**src/rtl/aes_pkg.sv**
```systemverilog
// Shared types and constants for the AES RAM port arbiter.
package aes_pkg;

  localparam int unsigned NUM_REQ_DEFAULT = 4;

  typedef enum logic {
    IDLE   = 1'b0,
    LOCKED = 1'b1
  } arb_state_e;

  localparam int unsigned KEYEXP = 0;
  localparam int unsigned ROUND  = 1;
  localparam int unsigned HOST   = 2;
  localparam int unsigned SPARE  = 3;

endpackage

```
**src/rtl/rr_pick.sv**
```systemverilog
// Combinational round-robin picker: first active request scanning upward
// from ptr_i with wrap-around.
module rr_pick #(
  parameter int unsigned N  = 4,
  parameter int unsigned IW = (N > 1) ? $clog2(N) : 1
) (
  input  logic [N-1:0]  req_i,
  input  logic [IW-1:0] ptr_i,
  output logic [N-1:0]  gnt_o,
  output logic [IW-1:0] idx_o,
  output logic          found_o
);

  logic [IW-1:0] j;

  always_comb begin
    gnt_o   = '0;
    idx_o   = '0;
    found_o = 1'b0;
    j       = '0;
    for (int unsigned k = 0; k < N; k++) begin
      j = IW'((32'(ptr_i) + k) % N);
      if (!found_o && req_i[j]) begin
        found_o  = 1'b1;
        gnt_o[j] = 1'b1;
        idx_o    = j;
      end
    end
  end

endmodule

```
**src/rtl/aes_ram_arbiter.sv**
```systemverilog
// Round-robin arbiter sharing one AES state/key RAM port among NUM_REQ
// requesters, with lock-based bursts and a one-cycle read-valid pipeline.
module aes_ram_arbiter
  import aes_pkg::*;
#(
  parameter int unsigned NUM_REQ    = NUM_REQ_DEFAULT,
  parameter int unsigned ADDR_WIDTH = 4,
  parameter int unsigned DATA_WIDTH = 8
) (
  input  logic                          clk,
  input  logic                          rst_n,
  input  logic [NUM_REQ-1:0]            req,
  input  logic [NUM_REQ-1:0]            lock,
  input  logic [NUM_REQ-1:0]            we,
  input  logic [NUM_REQ*ADDR_WIDTH-1:0] addr,
  input  logic [NUM_REQ*DATA_WIDTH-1:0] wdata,
  output logic [NUM_REQ-1:0]            gnt,
  output logic [NUM_REQ-1:0]            rvalid,
  output logic [DATA_WIDTH-1:0]         rdata,
  output logic [ADDR_WIDTH-1:0]         ram_addr,
  output logic                          ram_wr_ena,
  output logic [DATA_WIDTH-1:0]         ram_in,
  input  logic [DATA_WIDTH-1:0]         ram_out
);

  localparam int unsigned IW = (NUM_REQ > 1) ? $clog2(NUM_REQ) : 1;

  arb_state_e          state_q, state_d;
  logic [IW-1:0]       ptr_q, ptr_d;
  logic [IW-1:0]       own_q, own_d;
  logic [NUM_REQ-1:0]  rd_pend_q, rd_pend_d;

  logic [NUM_REQ-1:0]  pick_gnt;
  logic [IW-1:0]       pick_idx;
  logic                pick_found;
  logic [IW-1:0]       win;
  logic                grant_any;

  function automatic logic [IW-1:0] inc_ptr(input logic [IW-1:0] p);
    return (32'(p) == NUM_REQ - 1) ? '0 : p + 1'b1;
  endfunction

  rr_pick #(
    .N  (NUM_REQ),
    .IW (IW)
  ) u_pick (
    .req_i   (req),
    .ptr_i   (ptr_q),
    .gnt_o   (pick_gnt),
    .idx_o   (pick_idx),
    .found_o (pick_found)
  );

  always_comb begin
    gnt       = '0;
    win       = '0;
    grant_any = 1'b0;
    state_d   = state_q;
    ptr_d     = ptr_q;
    own_d     = own_q;
    if (state_q == IDLE) begin
      if (pick_found) begin
        gnt       = pick_gnt;
        win       = pick_idx;
        grant_any = 1'b1;
        if (lock[pick_idx]) begin
          state_d = LOCKED;
          own_d   = pick_idx;
        end else begin
          ptr_d = inc_ptr(pick_idx);
        end
      end
    end else begin
      if (req[own_q]) begin
        gnt[own_q] = 1'b1;
        win        = own_q;
        grant_any  = 1'b1;
      end
      // Covers both the final locked access and an idle release.
      if (!(req[own_q] && lock[own_q])) begin
        state_d = IDLE;
        ptr_d   = inc_ptr(own_q);
      end
    end
    if (!rst_n) begin
      gnt       = '0;
      grant_any = 1'b0;
    end
    rd_pend_d = gnt & ~we;
  end

  assign ram_addr   = addr[32'(win)*ADDR_WIDTH +: ADDR_WIDTH];
  assign ram_in     = wdata[32'(win)*DATA_WIDTH +: DATA_WIDTH];
  assign ram_wr_ena = grant_any & we[win];
  assign rvalid     = rd_pend_q;
  assign rdata      = ram_out;

  always_ff @(posedge clk or negedge rst_n) begin
    if (!rst_n) begin
      state_q   <= IDLE;
      ptr_q     <= '0;
      own_q     <= '0;
      rd_pend_q <= '0;
    end else begin
      state_q   <= state_d;
      ptr_q     <= ptr_d;
      own_q     <= own_d;
      rd_pend_q <= rd_pend_d;
    end
  end

endmodule

```
**config.mk**
```make
export PLATFORM = sky130hd
export DESIGN_NAME = aes_ram_arbiter
export DESIGN_NICKNAME = d
export VERILOG_FILES = /design/src/rtl/aes_pkg.sv /design/src/rtl/rr_pick.sv /design/src/rtl/aes_ram_arbiter.sv
export SDC_FILE = /design/constraint.sdc
export NUM_CORES = 1
export LEC_CHECK = 0
export BUFFER_PORTS_ARGS = -buffer_cell sky130_fd_sc_hd__buf_2
export CORE_MARGIN = 3
export CORE_UTILIZATION = 40
export DETAILED_ROUTE_END_ITERATION = 8
export PLACE_DENSITY = 0.76
export SKIP_CTS_REPAIR_TIMING = 1
export SYNTH_ARGS = -nofsm -noshare
export SYNTH_HDL_FRONTEND = slang
export SYNTH_SLANG_ARGS = --single-unit
```
**constraint.sdc**
```tcl
create_clock -name clk -period 3.9 [get_ports clk]
set_input_delay 0.195 -clock clk [delete_from_list [all_inputs] [get_ports clk]]
set_output_delay 0.195 -clock clk [all_outputs]
set_load 0.005 [all_outputs]
```
After elaboration in Yosys (flattened, before gate mapping)
Index checks and enable logic that the tools add are counted.
{ "classes": {"muxes": 59, "n_reduce_logical": 15, "bitwise": 7, "n_shift": 2, "n_addsub": 5, "n_eq_ne": 4, "n_lt_le_gt_ge": 12} }
{ "op_table": {"columns": ["operator", "n"], "rows": [
  ["4-bit 2-to-1 mux", 8],
  ["32-bit by 6-bit indexed part select with 8-bit output", 1],
  ["2-bit 2-to-1 mux", 13],
  ["1-bit 2-to-1 mux", 25],
  ["2-bit by 3-bit less-than comparator with 1-bit output (second input constant)", 7],
  ["1-bit binary-select mux with 2-bit select", 8],
  ["16-bit by 5-bit indexed part select with 4-bit output", 1],
  ["4-bit bitwise OR", 3],
  ["1-bit demux with 2-bit select", 5],
  ["2-bit by 1-bit >= comparator with 1-bit output (second input constant)", 5],
  ["1-bit logical AND", 9],
  ["2-bit by 1-bit adder with 2-bit output (second input constant)", 3],
  ["3-bit AND reduction", 2],
  ["2-bit adder (second input constant)", 2],
  ["4-bit AND", 1],
  ["2-bit == test (second input constant)", 2],
  ["2-bit inequality test (second input constant)", 2],
  ["4-bit NOT", 1],
  ["1-bit zero test", 3],
  ["2-bit nonzero test", 1],
  ["1-bit AND", 1],
  ["1-bit NOT", 1]
]} }
{ "word_totals": {"reg_bits": 9} }

Logic depth before layout (Yosys ltp)
Gate-level depths: netlist (run 1).
{ "logic_depth": {"ltp_word": 17, "mapped_depth": 14} }

Hierarchy
From an unflattened synthesis (run 1), not the netlist that was laid out.
{ "unflattened": {"hier_cells": 157, "hier_area_um2": 1606.5} }
{ "modules_own_cells": {"columns": ["mod", "seq_area_each_um2", "area_per_inst_um2", "instances", "cells_each"], "rows": [
  ["aes_ram_arbiter", 225.2, 1183.6, 1, 112],
  ["rr_pick", 0.0, 422.9, 1, 45]
]} }

Worst setup path before layout (run 1)
No wires, ideal clock.
{ "synth_path": {"kind": "reg2reg", "start": "register ptr_q[0]", "end": "register ptr_q[0]", "path_buffers": 4, "t_arrival_ps": 3242, "setup_slack_ps": 531, "stages_incl_launch_ff": 14, "cell_sequence": "dfrtp_1 buf_6 clkbuf_1 inv_1 ha_1 mux4_2 buf_6 nor2b_4 buf_6 o31ai_1 a2111o_1 o21ai_1 a2bb2oi_2 mux2_1"} }
{ "synth_between": {"elab_chain_len": 17} }
{ "synth_rtl": {"columns": ["item", "line", "source"], "rows": [
  ["from (decl)", "aes_ram_arbiter.sv:29", "logic [IW-1:0] ptr_q, ptr_d;"],
  ["from (signal assigned)", "aes_ram_arbiter.sv:106", "ptr_q <= ptr_d;"],
  ["parallel branches: the longest is 17 deep, another holds 2-bit by 1-bit adder with 2-bit output", null, null]
]} }
Several ways; the timed one is not identified. The select of a mux whose other input is x is not followed.
A chain may end at the register's enable or synchronous reset.

Worst setup path after layout (run 1)
{ "layout_path": {"start": "register ptr_q[1]", "end": "output ram_wr_ena"} }
{ "layout_between": {"elab_chain_len": 17} }
{ "layout_rtl": {"columns": ["item", "line", "source"], "rows": [
  ["parallel branches: the longest is 16 deep, another holds 2-bit by 1-bit adder with 2-bit output", null, null],
  ["1-bit AND *", "aes_ram_arbiter.sv:94", "assign ram_wr_ena = grant_any & we[win];"],
  ["to (decl)", "aes_ram_arbiter.sv:21", "output logic ram_wr_ena,"]
]} }
Every way passes the cells marked *. The select of a mux whose other input is x is not followed.

==> metrics.txt, run 1 <==
final global-route overflow total 0; uppermost routed layer met4; mean area per synthesized cell 8.72 sq um; Final Critical Period 3370 ps; top post-synthesis cells by area dfrtp_1 13%, mux2i_1 10%, mux2_2 9.6%; WL met3 252 microns; met1 WL 2040 microns; initial antenna violation count 0; Final Setup Violations 0; post-layout net count 350; CTS Root Cell clkbuf_8; via count 1756; share of the synthesized area in the top cell type 12.8%; Placed Area 2080 sq um; FMAX 297 MHz; Final ANT Viol Nets 0; CTS buffer count 3; Sink Count 9; die area 5210 sq um; Worst-path clk slew 50 ps; antenna cell count 0; vias in the first global route 1606; fin cells 317; first-pass GRT wire length 7410 microns; Syn Inst Count 201; DIE WIDTH 72.2 microns; CP Capture Type output port; syn_nets 283; I/O pins 99; total track usage 17.3%; CP startpoint kind flip-flop; Post-synth EDFFs 0; Layout fillers 377; final-report max-slew violation count 0; Area growth, synth to finish 21.8%; Starting Density 42.6%; placed insts 312; top-count cell post-synth a21oi_1; Async SR Flop Fraction 100%; largest area contributor in the netlist dfrtp_1; wire length per cell 14.7 microns; H-tree depth 1; Max Cap Viol 0; Peak VDD IR 454 uV; Yosys Warn Count 0; Core ar. 4120 sq um; Hold Fails Final Rpt 0; DR WL met2 2300 microns; Synth Flop Type dfrtp_1; ratio of final minimum period to clock period 86.3%; share of layout cells above drive strength 1 45.3%; routability cong. 0.949; most frequent cells after synthesis 22 x a21oi_1, 18 x mux2i_1, 16 x nor2_1; post-DP HPWL 3700 microns; DRT iter0 DRCs 81; post-route cell area 2140 sq um; Max-slew headroom 35.6%; CP max FO 26; register area share after synthesis 12.8%; Worst Skew 3.02 ps; Die Y 72.2 microns; post-layout util 51.9%; Arrival @ worst endpoint 3170 ps; #FFs+latches synth 9; drt drc 0; TritonCTS clock tree built; largest net degree at the start of global routing 27; Static Leak 1.03 nW; I/O Buffers 82; path type of the worst min-delay path primary input to flip-flop; total iterations of the first detailed-routing run 7; Required @ worst endpoint 3700 ps; synth unique cells 45; unrepaired setup endpoints after global routing no; CTS Buffer Depth 2; Tightest Pin Transition 958 ps; WS Path Type flip-flop to output port; Post-Route WL 4650 microns; row cnt 23; Vias per Instance 5.54; outcome finished, final reports clean; Setup TNS Final 0 ps; Mapped Area 1750 sq um; Clock Latency Late Sink 230 ps; PwrDens 869 nW/um^2
## through the flow
stage	hold slack [ps]	setup slack [ps]	power (mW)
after floorplan	-101	531	1.42
after global placement	97.4	873	1.72
after detailed placement	98.0	776	1.74
after CTS	-144	566	1.86
after global routing	131	325	2.06
final	131	535	1.86
## layout by cell type, fill, tap and decap left out, types with 5 or more instances in the layout
cell type	count
mux2_2	15
mux2i_1	18
a21oi_1	22
buf_2	82
inv_1	8
or2_2	5
dfrtp_1	9
ha_1	12
nor2_1	16
nand2_1	8
mux4_2	5
nor2b_1	5
## cells by family after synthesis
kind of cell	Yosys count	synth area share, %
AOI/OAI and AO/OA	56	22.8
xor gates and xnor gates	1	0.500
adders and majority gates	12	8.57
buffers and inverters	32	11.3
DFF	9	12.8
muxes	41	28.5
and+or+nand+nor	50	15.5
## path summary, 6_finish.rpt
kind / startpoint / endpoint / slack [ps] / cells after the start
setup / recovery: ptr_q[1] / ram_wr_ena / 530 / 11
hold / removal: we[0] / rvalid[0] / 130 / 2
setup reg to reg: ptr_q[1] / ptr_q[0] / 760 / 9
hold reg to reg: own_q[0] / own_q[0] / 740 / 1
max in group asynchronous: rst_n / rvalid[2] / 3280 / 2
min in group asynchronous: rst_n / rvalid[0] / 390 / 2
## where the power goes
group          internal (mW)  total, mW  switching [mW]
Combinational          0.735       1.56           0.829
Sequential             0.133      0.185          0.0523
Clock                 0.0711      0.107          0.0355
## sequential cells by signal, indices dropped and copies added, names as in the netlist
name	flops
own_q	2
ptr_q	2
rvalid	4
state_q	1
## layout make-up
type                            count  area (sq um)  share of cell area, %
Multi-Input combinational cell    160          1330                   62.3
Sequential cell                     9           225                   10.5
Tap cell                           50          62.6                   2.93
Clock buffer                        4          45.0                   2.11
Inverter                            8          30.0                   1.41
Timing Repair Buffer               86           443                   20.7
## critical path, cell delays in order, from the launching register on
cell       delay, ps
dfrtp_1          480
inv_1            200
ha_1             440
mux4_2           470
nor2b_4          230
nor2_1            90
o21ai_2          230
a2bb2oi_2        150
buf_4            260
nor2_1            80
a211oi_1         160
buf_2            150
## per-layer routing
layer | GRT usage, % | up-vias
met1 | 23.5 | 822
met4 | 2.71 | 0
met2 | 28.5 | 61
li1 | - | 865
met3 | 3.74 | 8
met5 | 0 | -
(Power assumes the default switching activity.)
==> inputs of run 2 (changes only) <==
Clock period 3.9 ns to 4.1 ns, I/O delays scaled along.
==> run 2 against run 1 <==
Via count decreased by 1.2%. Register-to-register slack gained 160 ps. Critical path depth stayed put.
==> metrics.txt, run 2 (same netlist as run 1, synthesis figures left out) <==
slowest cell on the critical path dfrtp_1; vias in the first global route 1635; I/O pins 99; Cell Chain, Critical Path inv_1 > ha_1 > mux4_2 > nor2b_4 > nor2_1 > o21ai_2 > a2bb2oi_2 > buf_4 > nor2_1 > a211oi_1 > buf_2; drt drc 0; routability cong. 0.964; Starting Density 42.6%; Crit path largest cell delay 480 ps; cell mode on critical path nor2_1; Worst Skew 4.11 ps; initial antenna violation count 0; Core ar. 4120 sq um; Max-slew headroom 30.8%; wire length per cell 15.2 microns; FF-to-FF path depth 9; Post-Route WL 4830 microns; CP startpoint kind flip-flop; final global-route overflow total 0; total track usage 17.9%; DRT iter0 DRCs 107; post-DP HPWL 3830 microns; via count 1735; path type of the worst min-delay path primary input to flip-flop; Worst-path clk slew 50 ps; H-tree depth 1; first-pass GRT wire length 7710 microns; antenna cell count 0; Static Leak 1.04 nW; unrepaired setup endpoints after global routing no; buffers and inverters on the worst path 3; Die Y 72.2 microns; Arrival @ worst endpoint 3180 ps; post-layout util 52.1%; FMAX 295 MHz; Max Cap Viol 0; post-route cell area 2140 sq um; total iterations of the first detailed-routing run 4; CTS Buffer Depth 2; CTS buffer count 3; post-layout net count 351; CP delay by family, top buffers and inverters; largest net degree at the start of global routing 27; Hold Fails Final Rpt 0; Final ANT Viol Nets 0; Peak VDD IR 304 uV; Vias per Instance 5.46; Placed Area 2090 sq um; CP Capture Type output port; ratio of final minimum period to clock period 82.6%; final-report max-slew violation count 0; Sink Count 9; TritonCTS clock tree built; Final Hold Slack 133 ps; Clock Latency Late Sink 240 ps; CP max FO 26; Area growth, synth to finish 22.3%; PwrDens 838 nW/um^2; Required @ worst endpoint 3890 ps; commonest non-fill, non-tap cell in the layout buf_2; CTS Root Cell clkbuf_8; share of layout cells above drive strength 1 45.5%; Final Setup Violations 0; critical path depth in cells 11; Tightest Pin Transition 1030 ps; Final Critical Period 3390 ps; number of flip-flops under the largest register name 4; row cnt 23; Setup TNS Final 0 ps; die area 5210 sq um; DIE WIDTH 72.2 microns; WS Path Type flip-flop to output port; I/O Buffers 82; outcome finished, final reports clean; Layout fillers 397; most frequent cells in the layout 82 x buf_2, 22 x a21oi_1, 18 x mux2i_1; Hold Crit Depth 2
-- run 2: metrics by stage --
step	power [mW]	std cells	worst slack (ps)
floorplan	1.35	201	731
global placement	1.65	313	1070
detailed placement	1.68	313	973
CTS	1.80	317	735
global route	1.97	318	434
finish	1.80	318	713
-- run 2: cell type report --
cell class	count	area (sq um)	share of cell area, %
multi-input combinational	160	1330	62.1
timing repair buffer	87	450	21.0
sequential	9	225	10.5
tap	50	62.6	2.92
clock buffer	4	45.0	2.10
inverter	8	30.0	1.40
-- run 2: worst paths after layout --
| path | endpoint | slack (ps) | from |
|---|---|---|---|
| hold reg to reg | own_q[0] | 770 | own_q[0] |
| setup reg to reg | ptr_q[0] | 920 | ptr_q[1] |
| setup / recovery | ram_wr_ena | 710 | ptr_q[1] |
| min in group asynchronous | ptr_q[1] | 380 | rst_n |
| hold / removal | rvalid[3] | 130 | we[3] |
| max in group asynchronous | ptr_q[0] | 3480 | rst_n |
-- run 2: worst reg2reg max path: cells and delay by family, from the launching register on --
| kind | cells | cell delay, ps |
|---|---|---|
| DFF | 1 | 480 |
| buffers and inverters | 1 | 210 |
| muxes | 2 | 810 |
| adders and majority gates | 1 | 440 |
| AOI/OAI and AO/OA | 4 | 880 |
| and+or+nand+nor | 1 | 230 |
-- run 2: per-layer routing --
layer  routed length (microns)  part of all wire, %  global-route usage [%]  vias up
met5                         0                    0                       0        -
met4                        39                 0.81                    2.92        0
met3                       273                  5.6                    3.60        4
met2                      2450                   51                    30.3       55
met1                      2070                   43                    23.9      806
li1                          -                    -                       -      870
-- run 2: power breakdown --
| part | switching, mW | internal [mW] | total, mW | leakage [nW] |
|---|---|---|---|---|
| clock | 0.0384 | 0.0681 | 0.107 | 0.0228 |
| combinational | 0.800 | 0.709 | 1.51 | 0.902 |
| sequential | 0.0537 | 0.126 | 0.180 | 0.115 |
| total | 0.892 | 0.903 | 1.80 | 1.04 |
